$ cat config.mk
export PLATFORM = sky130hd
export DESIGN_NAME = sha3_block_padder
export DESIGN_NICKNAME = d
export VERILOG_FILES = /design/src/rtl/sha3_block_padder.sv
export SDC_FILE = /design/constraint.sdc
export NUM_CORES = 2
export LEC_CHECK = 0
export ABC_AREA = 1
export ABC_CLOCK_PERIOD_IN_PS = 5130
export CAP_MARGIN = 5
export CELL_PAD_IN_SITES_DETAIL_PLACEMENT = 0
export CELL_PAD_IN_SITES_GLOBAL_PLACEMENT = 1
export CORE_AREA = 2 2 463 465
export CTS_CLUSTER_SIZE = 16
export DETAILED_ROUTE_END_ITERATION = 7
export DIE_AREA = 0 0 465 467
export PLACE_DENSITY_LB_ADDON = 0.15
export SYNTH_ARGS = -nofsm -noshare
export SYNTH_HDL_FRONTEND = slang
export SYNTH_SLANG_ARGS = --single-unit
export TNS_END_PERCENT = 50
$ cat constraint.sdc
create_clock -name ACLK -period 5.13 [get_ports ACLK]
set_input_delay 1.539 -clock ACLK [delete_from_list [all_inputs] [get_ports ACLK]]
set_output_delay 1.539 -clock ACLK [all_outputs]
set_load 0.01 [all_outputs]
$ cat src/rtl/sha3_block_padder.sv
// SHA3 block padder: packs DATA_WIDTH-bit message words into one Keccak rate
// block, applies pad10*1 padding (domain 0x06, final 0x80) and hands complete
// blocks to the permutation core over a valid/ready handshake.
// Optional macro SHA3_PADDER_KECCAK_LEGACY_EN adds legacy_keccak (domain 0x01).
module sha3_block_padder #(
  parameter int unsigned DATA_WIDTH = 16,
  parameter int unsigned RATE_MAX   = 1152
) (
  input  logic                    ACLK,
  input  logic                    ARESETn,
  input  logic [DATA_WIDTH-1:0]   s_data,
  input  logic                    s_valid,
  input  logic                    s_last,
  input  logic [DATA_WIDTH/8-1:0] s_keep,
  input  logic [1:0]              sha_mode,
`ifdef SHA3_PADDER_KECCAK_LEGACY_EN
  input  logic                    legacy_keccak,
`endif
  output logic                    s_ready,
  output logic [RATE_MAX-1:0]     blk_data,
  output logic                    blk_valid,
  input  logic                    blk_ready,
  output logic                    blk_last,
  output logic [7:0]              blk_rate_bytes
);

  localparam int unsigned NB = DATA_WIDTH / 8;

  typedef enum logic [1:0] {S_IDLE, S_FILL, S_PAD, S_EMIT} state_t;

  function automatic logic [7:0] rate_of(input logic [1:0] mode);
    case (mode)
      2'd0:    return 8'd144;
      2'd1:    return 8'd136;
      2'd2:    return 8'd104;
      default: return 8'd72;
    endcase
  endfunction

  state_t                state_q, state_d;
  logic [RATE_MAX-1:0]   buf_q, buf_d;
  logic [7:0]            pos_q, pos_d;
  logic [7:0]            rate_q, rate_d;
  logic                  pad_pending_q, pad_pending_d;
  logic                  in_msg_q, in_msg_d;
  logic                  s_ready_q, s_ready_d;
  logic                  blk_valid_q, blk_valid_d;
  logic                  blk_last_q, blk_last_d;
`ifdef SHA3_PADDER_KECCAK_LEGACY_EN
  logic                  legacy_q, legacy_d;
`endif

  logic                  beat;
  logic                  found;
  logic [7:0]            rate_cur;
  logic [7:0]            k;
  logic [7:0]            nbytes;
  logic [8:0]            sum;
  logic [7:0]            dom;
  logic [DATA_WIDTH-1:0] data_m;
  logic [RATE_MAX-1:0]   beat_vec;
  logic [RATE_MAX-1:0]   pad_vec;

  assign s_ready        = s_ready_q;
  assign blk_data       = buf_q;
  assign blk_valid      = blk_valid_q;
  assign blk_last       = blk_last_q;
  assign blk_rate_bytes = rate_q;

  // Next-state, buffer packing and padding logic
  always_comb begin
    state_d       = state_q;
    buf_d         = buf_q;
    pos_d         = pos_q;
    rate_d        = rate_q;
    pad_pending_d = pad_pending_q;
    in_msg_d      = in_msg_q;
    s_ready_d     = s_ready_q;
    blk_valid_d   = blk_valid_q;
    blk_last_d    = blk_last_q;
`ifdef SHA3_PADDER_KECCAK_LEGACY_EN
    legacy_d      = legacy_q;
    dom           = legacy_q ? 8'h01 : 8'h06;
`else
    dom           = 8'h06;
`endif

    beat     = s_valid && s_ready_q;
    rate_cur = in_msg_q ? rate_q : rate_of(sha_mode);

    // Byte count of a last beat is the index of the lowest cleared keep bit
    k     = 8'(NB);
    found = 1'b0;
    for (int unsigned i = 0; i < NB; i++) begin
      if (!found && !s_keep[i]) begin
        k     = 8'(i);
        found = 1'b1;
      end
    end
    nbytes = s_last ? k : 8'(NB);
    sum    = {1'b0, pos_q} + {1'b0, nbytes};

    // Unused bytes are zeroed so the beat can simply be OR-ed into the
    // already-cleared region of the buffer above pos.
    data_m = '0;
    for (int unsigned i = 0; i < NB; i++) begin
      if (8'(i) < nbytes) data_m[i*8 +: 8] = s_data[i*8 +: 8];
    end
    beat_vec = RATE_MAX'(data_m) << {pos_q, 3'b000};
    pad_vec  = (RATE_MAX'(dom) << {pos_q, 3'b000})
             | (RATE_MAX'(8'h80) << {rate_q - 8'd1, 3'b000});

    case (state_q)
      S_IDLE: begin
        buf_d     = '0;
        pos_d     = '0;
        in_msg_d  = 1'b0;
        s_ready_d = 1'b1;
        state_d   = S_FILL;
      end
      S_FILL: begin
        if (beat) begin
          if (!in_msg_q) begin
            in_msg_d = 1'b1;
            rate_d   = rate_of(sha_mode);
`ifdef SHA3_PADDER_KECCAK_LEGACY_EN
            legacy_d = legacy_keccak;
`endif
          end
          buf_d = buf_q | beat_vec;
          pos_d = sum[7:0];
          if (sum == {1'b0, rate_cur}) begin
            state_d       = S_EMIT;
            s_ready_d     = 1'b0;
            blk_valid_d   = 1'b1;
            blk_last_d    = 1'b0;
            pad_pending_d = s_last;
          end else if (s_last) begin
            state_d   = S_PAD;
            s_ready_d = 1'b0;
          end
        end
      end
      S_PAD: begin
        buf_d       = buf_q | pad_vec;
        blk_valid_d = 1'b1;
        blk_last_d  = 1'b1;
        state_d     = S_EMIT;
      end
      S_EMIT: begin
        if (blk_ready) begin
          blk_valid_d = 1'b0;
          buf_d       = '0;
          pos_d       = '0;
          if (pad_pending_q) begin
            pad_pending_d = 1'b0;
            state_d       = S_PAD;
          end else if (blk_last_q) begin
            state_d = S_IDLE;
          end else begin
            s_ready_d = 1'b1;
            state_d   = S_FILL;
          end
        end
      end
      default: state_d = S_IDLE;
    endcase
  end

  // State and registered outputs, synchronous active-low reset
  always_ff @(posedge ACLK) begin
    if (!ARESETn) begin
      state_q       <= S_IDLE;
      buf_q         <= '0;
      pos_q         <= '0;
      rate_q        <= '0;
      pad_pending_q <= 1'b0;
      in_msg_q      <= 1'b0;
      s_ready_q     <= 1'b0;
      blk_valid_q   <= 1'b0;
      blk_last_q    <= 1'b0;
`ifdef SHA3_PADDER_KECCAK_LEGACY_EN
      legacy_q      <= 1'b0;
`endif
    end else begin
      state_q       <= state_d;
      buf_q         <= buf_d;
      pos_q         <= pos_d;
      rate_q        <= rate_d;
      pad_pending_q <= pad_pending_d;
      in_msg_q      <= in_msg_d;
      s_ready_q     <= s_ready_d;
      blk_valid_q   <= blk_valid_d;
      blk_last_q    <= blk_last_d;
`ifdef SHA3_PADDER_KECCAK_LEGACY_EN
      legacy_q      <= legacy_d;
`endif
    end
  end

endmodule

==> impl_metrics.py <==
metrics = {
    "status": {
        "status": "completed",
    },
    "worst_setup_path": {
        "cp.arrival_ps": 5020,
        "crit_buf_inv": 1,
        "r2r_cells": 6,
        "cp-end-kind": "register",
        "cp-start-kind": "input pin",
        "r2r-end": "blk_data[249]$_SDFFE_PN0P_",
        "crit_chain": "clkdlybuf4s50_1, nand2_1, nand2_2, nand2_1, o21ai_2, nand2_2, nor2_2, nand3_1, nor2_1, nand2_1, a21oi_1",
        "critPathSlowestCell": "clkdlybuf4s50_1",
        "timing.rr.start": "pos_q[4]$_SDFFE_PN0P_",
        "cp_slowest_stage_delay_ps": 610,
        "crit_type": "input pin to register",
        "crit_top_cell": "nand2_1",
        "required_ps": 5870,
        "path_max_fanout": 10,
        "crit_family": "simple AND/OR/NAND/NOR gates",
        "rrSetupSlack_ps": 1270,
    },
    "cells_and_area": {
        "final.fill_count": 22910,
        "stdcell_count": 10479,
        "nNetsFinal": 7557,
        "area_delta_synth_final_pct": 44.5,
        "drive_above_1_share_pct": 7.90,
    },
    "logic_synthesis": {
        "synthesis.nets": 6455,
        "synthArstFlopShare_pct": 0,
        "synthCells": 6423,
        "synth_edf_count": 0,
        "ys_types": 48,
        "synth_area_um2": 47000,
        "ys.flop_type": "dfxtp_1",
        "syn_avg_cell_area_um2": 7.32,
        "ys_warn_count": 0,
        "synth_seq_cells": 1175,
        "ys_top_cells_by_area": "dfxtp_1 (50%), a21oi_1 (14%), nand2_1 (8.5%), nor2_1 (7.5%), inv_1 (5.0%)",
        "yosys.area.top_type_share_pct": 50.0,
        "synth.largest_area_cell": "dfxtp_1",
        "yosysSeqAreaShare_pct": 50.0,
    },
    "clock_network": {
        "clockBufferDepth": 3,
        "ctsResizeCount": 0,
        "clockRootBuffer": "clkbuf_16",
        "holdBufCountCts": 0,
        "htreeDepth": 4,
        "cts_setup_buffers": 0,
        "cts_num_sinks": 1175,
        "clk_latency_ps": 840,
        "cts_tree": "built",
        "clkTransAtPathRegs_ps": 60,
        "numCtsBuffers": 151,
    },
    "power": {
        "intPower_mw": 17.1,
        "switchingPower_mw": 9.41,
        "pwr-share-seq_pct": 35.2,
        "total_power_mw": 26.5,
        "ir_drop_mv": 0.358,
        "switching_share_pct": 35.6,
        "p_leak_nw": 22.7,
        "power_density_nw_per_um2": 390,
        "pwr-share-clk_pct": 42.5,
        "power_frac_comb_pct": 22.3,
    },
    "floorplanning": {
        "initial_core_util_pct": 22.2,
        "die_area_um2": 217000,
        "die_x_um": 465,
        "io_pins": 1188,
        "dieHeight_um": 467,
        "rows": 169,
        "coreArea_um2": 212000,
    },
    "routing": {
        "routed_wl_um": 315000,
        "viasPerCell": 4.77,
        "drc": 0,
        "dr.pass1.iters": 5,
        "ant_nets": 0,
        "wl_per_cell_um": 30.1,
        "drt_iter0_markers": 4339,
        "num_vias": 49943,
    },
    "timing": {
        "slew_viol_final": 0,
        "hold_viol_final": 0,
        "min_period_ps": 4280,
        "tightest_slew_ps": 1350,
        "max_clock_freq_mhz": 234,
        "rsz0062_at_grt": "no",
        "timing.final.crit_share_pct": 83.4,
        "finalSetupTns_ps": 0,
        "setup_viol": 0,
        "slew_headroom_pct": 8.93,
        "finalClockSkew_ps": 42.8,
    },
    "global_routing": {
        "grt_max_degree": 124,
        "antenna_found_initial": 24,
        "grt_pass1_wl_um": 421000,
        "track_usage_pct": 27.8,
        "grt_pass1_vias": 47572,
        "overflow": 0,
    },
    "place": {
        "gp_congestion": 0.903,
        "dp_cells": 10193,
        "dpl.hpwl_um": 238000,
        "io_buffer_count": 1187,
    },
    "min_path": {
        "min_from": "blk_data[420]$_SDFFE_PN0P_",
        "min_to": "blk_data[420]$_SDFFE_PN0P_",
        "min_path_type": "register to register",
        "min_path_cells": 2,
    },
    "flow_run": {
        "drv_cap": 0,
    },
}
-- worst reg2reg max path: cells and delay by family, from the launching register on --
kind,cells,cell delay (ps)
compound gates,2,330
buf+inv,1,670
simple gates,3,1910
flops,1,890
-- routing by layer --
layer	share of wire, %	track usage [%]	vias up
met1	44	36.6	24537
li1	-	-	23053
met4	3.7	9.84	6
met2	44	42.6	1988
met5	0.013	0	-
met3	8.8	8.84	359
-- power by group through the flow --
stage                     Combinational (mW)  Clock [mW]  Sequential [mW]
after floorplan                         3.09           0             9.53
after global placement                  5.90           0             9.51
after detailed placement                5.89           0             9.51
after CTS                               5.90        11.5             9.31
after global routing                    6.21        11.8             9.32
final                                   5.90        11.3             9.32
-- cell type report --
class                      count  area, um^2  area share, %
antenna                       10        25.0         0.0368
clock inverter                44         597          0.879
sequential                  1175       23500           34.6
tap                         2821        3530           5.20
timing repair buffer        1407       14100           20.7
inverter                     651        2470           3.64
multi-input combinational   4139       19100           28.1
clock buffer                 232        4610           6.78
-- logic make-up (layout without fill, tap and decap cells) --
group | count (synthesis) | count (layout) | share of synthesized area (%)
AND/OR/NAND/NOR | 2552 | 2552 | 22.8
AO/OA/AOI/OAI | 1578 | 1578 | 17.5
flip-flops | 1175 | 1175 | 50.0
buffers and inverters | 1109 | 2334 | 9.47
adder cells (fa/ha/maj) | 7 | 7 | 0.202
XOR/XNOR | 2 | 2 | 0.0373
other | 0 | 10 | 0
-- worst max-delay path by stage --
stage	from	end	cells after the start
after floorplan	s_last	state_q[0]$_SDFFE_PN0P_	16
after global placement	s_keep[1]	blk_data[632]$_SDFFE_PN0P_	11
after detailed placement	s_keep[1]	blk_data[632]$_SDFFE_PN0P_	11
after CTS	s_keep[1]	blk_data[632]$_SDFFE_PN0P_	11
after global routing	s_keep[1]	blk_data[632]$_SDFFE_PN0P_	11
final	s_keep[1]	blk_data[632]$_SDFFE_PN0P_	11
-- synthesized netlist by cell type (52+ instances only) --
| cell | number |
|---|---|
| a21oi_1 | 1350 |
| dfxtp_1 | 1175 |
| nand2_1 | 1069 |
| nor2_1 | 934 |
| inv_1 | 629 |
| nand3_1 | 241 |
| buf_2 | 188 |
| clkbuf_1 | 181 |
| nor3_1 | 111 |
| nand4_1 | 85 |
| buf_1 | 80 |
| o21ai_0 | 75 |
| a31oi_1 | 52 |
-- layout by cell type, fill, tap and decap left out, drive strengths merged, types with 2 or more instances in the layout --
master,instances
and2,2
nand3,254
bufinv,9
o211ai,6
nor2,989
clkdlybuf4s50,1187
o21a,9
xnor2,2
nor3,124
a22oi,3
a31oi,52
o22ai,31
diode,10
a211oi,9
o31ai,20
buf,220
a21oi,1350
a32oi,2
nor4,10
clkinvlp,2
a2111oi,2
o2111ai,2
ha,6
nand2,1086
o21bai,4
o21ai,86
dfxtp,1175
clkbuf,232
nand4,85
inv,648
clkinv,36
-- stage by stage --
| stage | instance area [um^2] | setup slack [ps] | hold WS (ps) | utilization [%] |
|---|---|---|---|---|
| after floorplan | 47000 | 1710 | 473 | - |
| after global placement | 62700 | 66.9 | 436 | 29.6 |
| after detailed placement | 62700 | 56.2 | 439 | 29.6 |
| after CTS | 67900 | 942 | 448 | 32.1 |
| after global routing | 67900 | 871 | 462 | 32.1 |
| final | 67900 | 853 | 446 | 32.1 |
-- state kept, by name, summed over array words and instances, names as in the netlist --
register        count
blk_rate_bytes      8
state_q             2
pad_pending_q       1
blk_last            1
blk_valid           1
in_msg_q            1
s_ready             1
blk_data         1152
pos_q               8
Note: power is estimated with default switching activity, not from simulation.
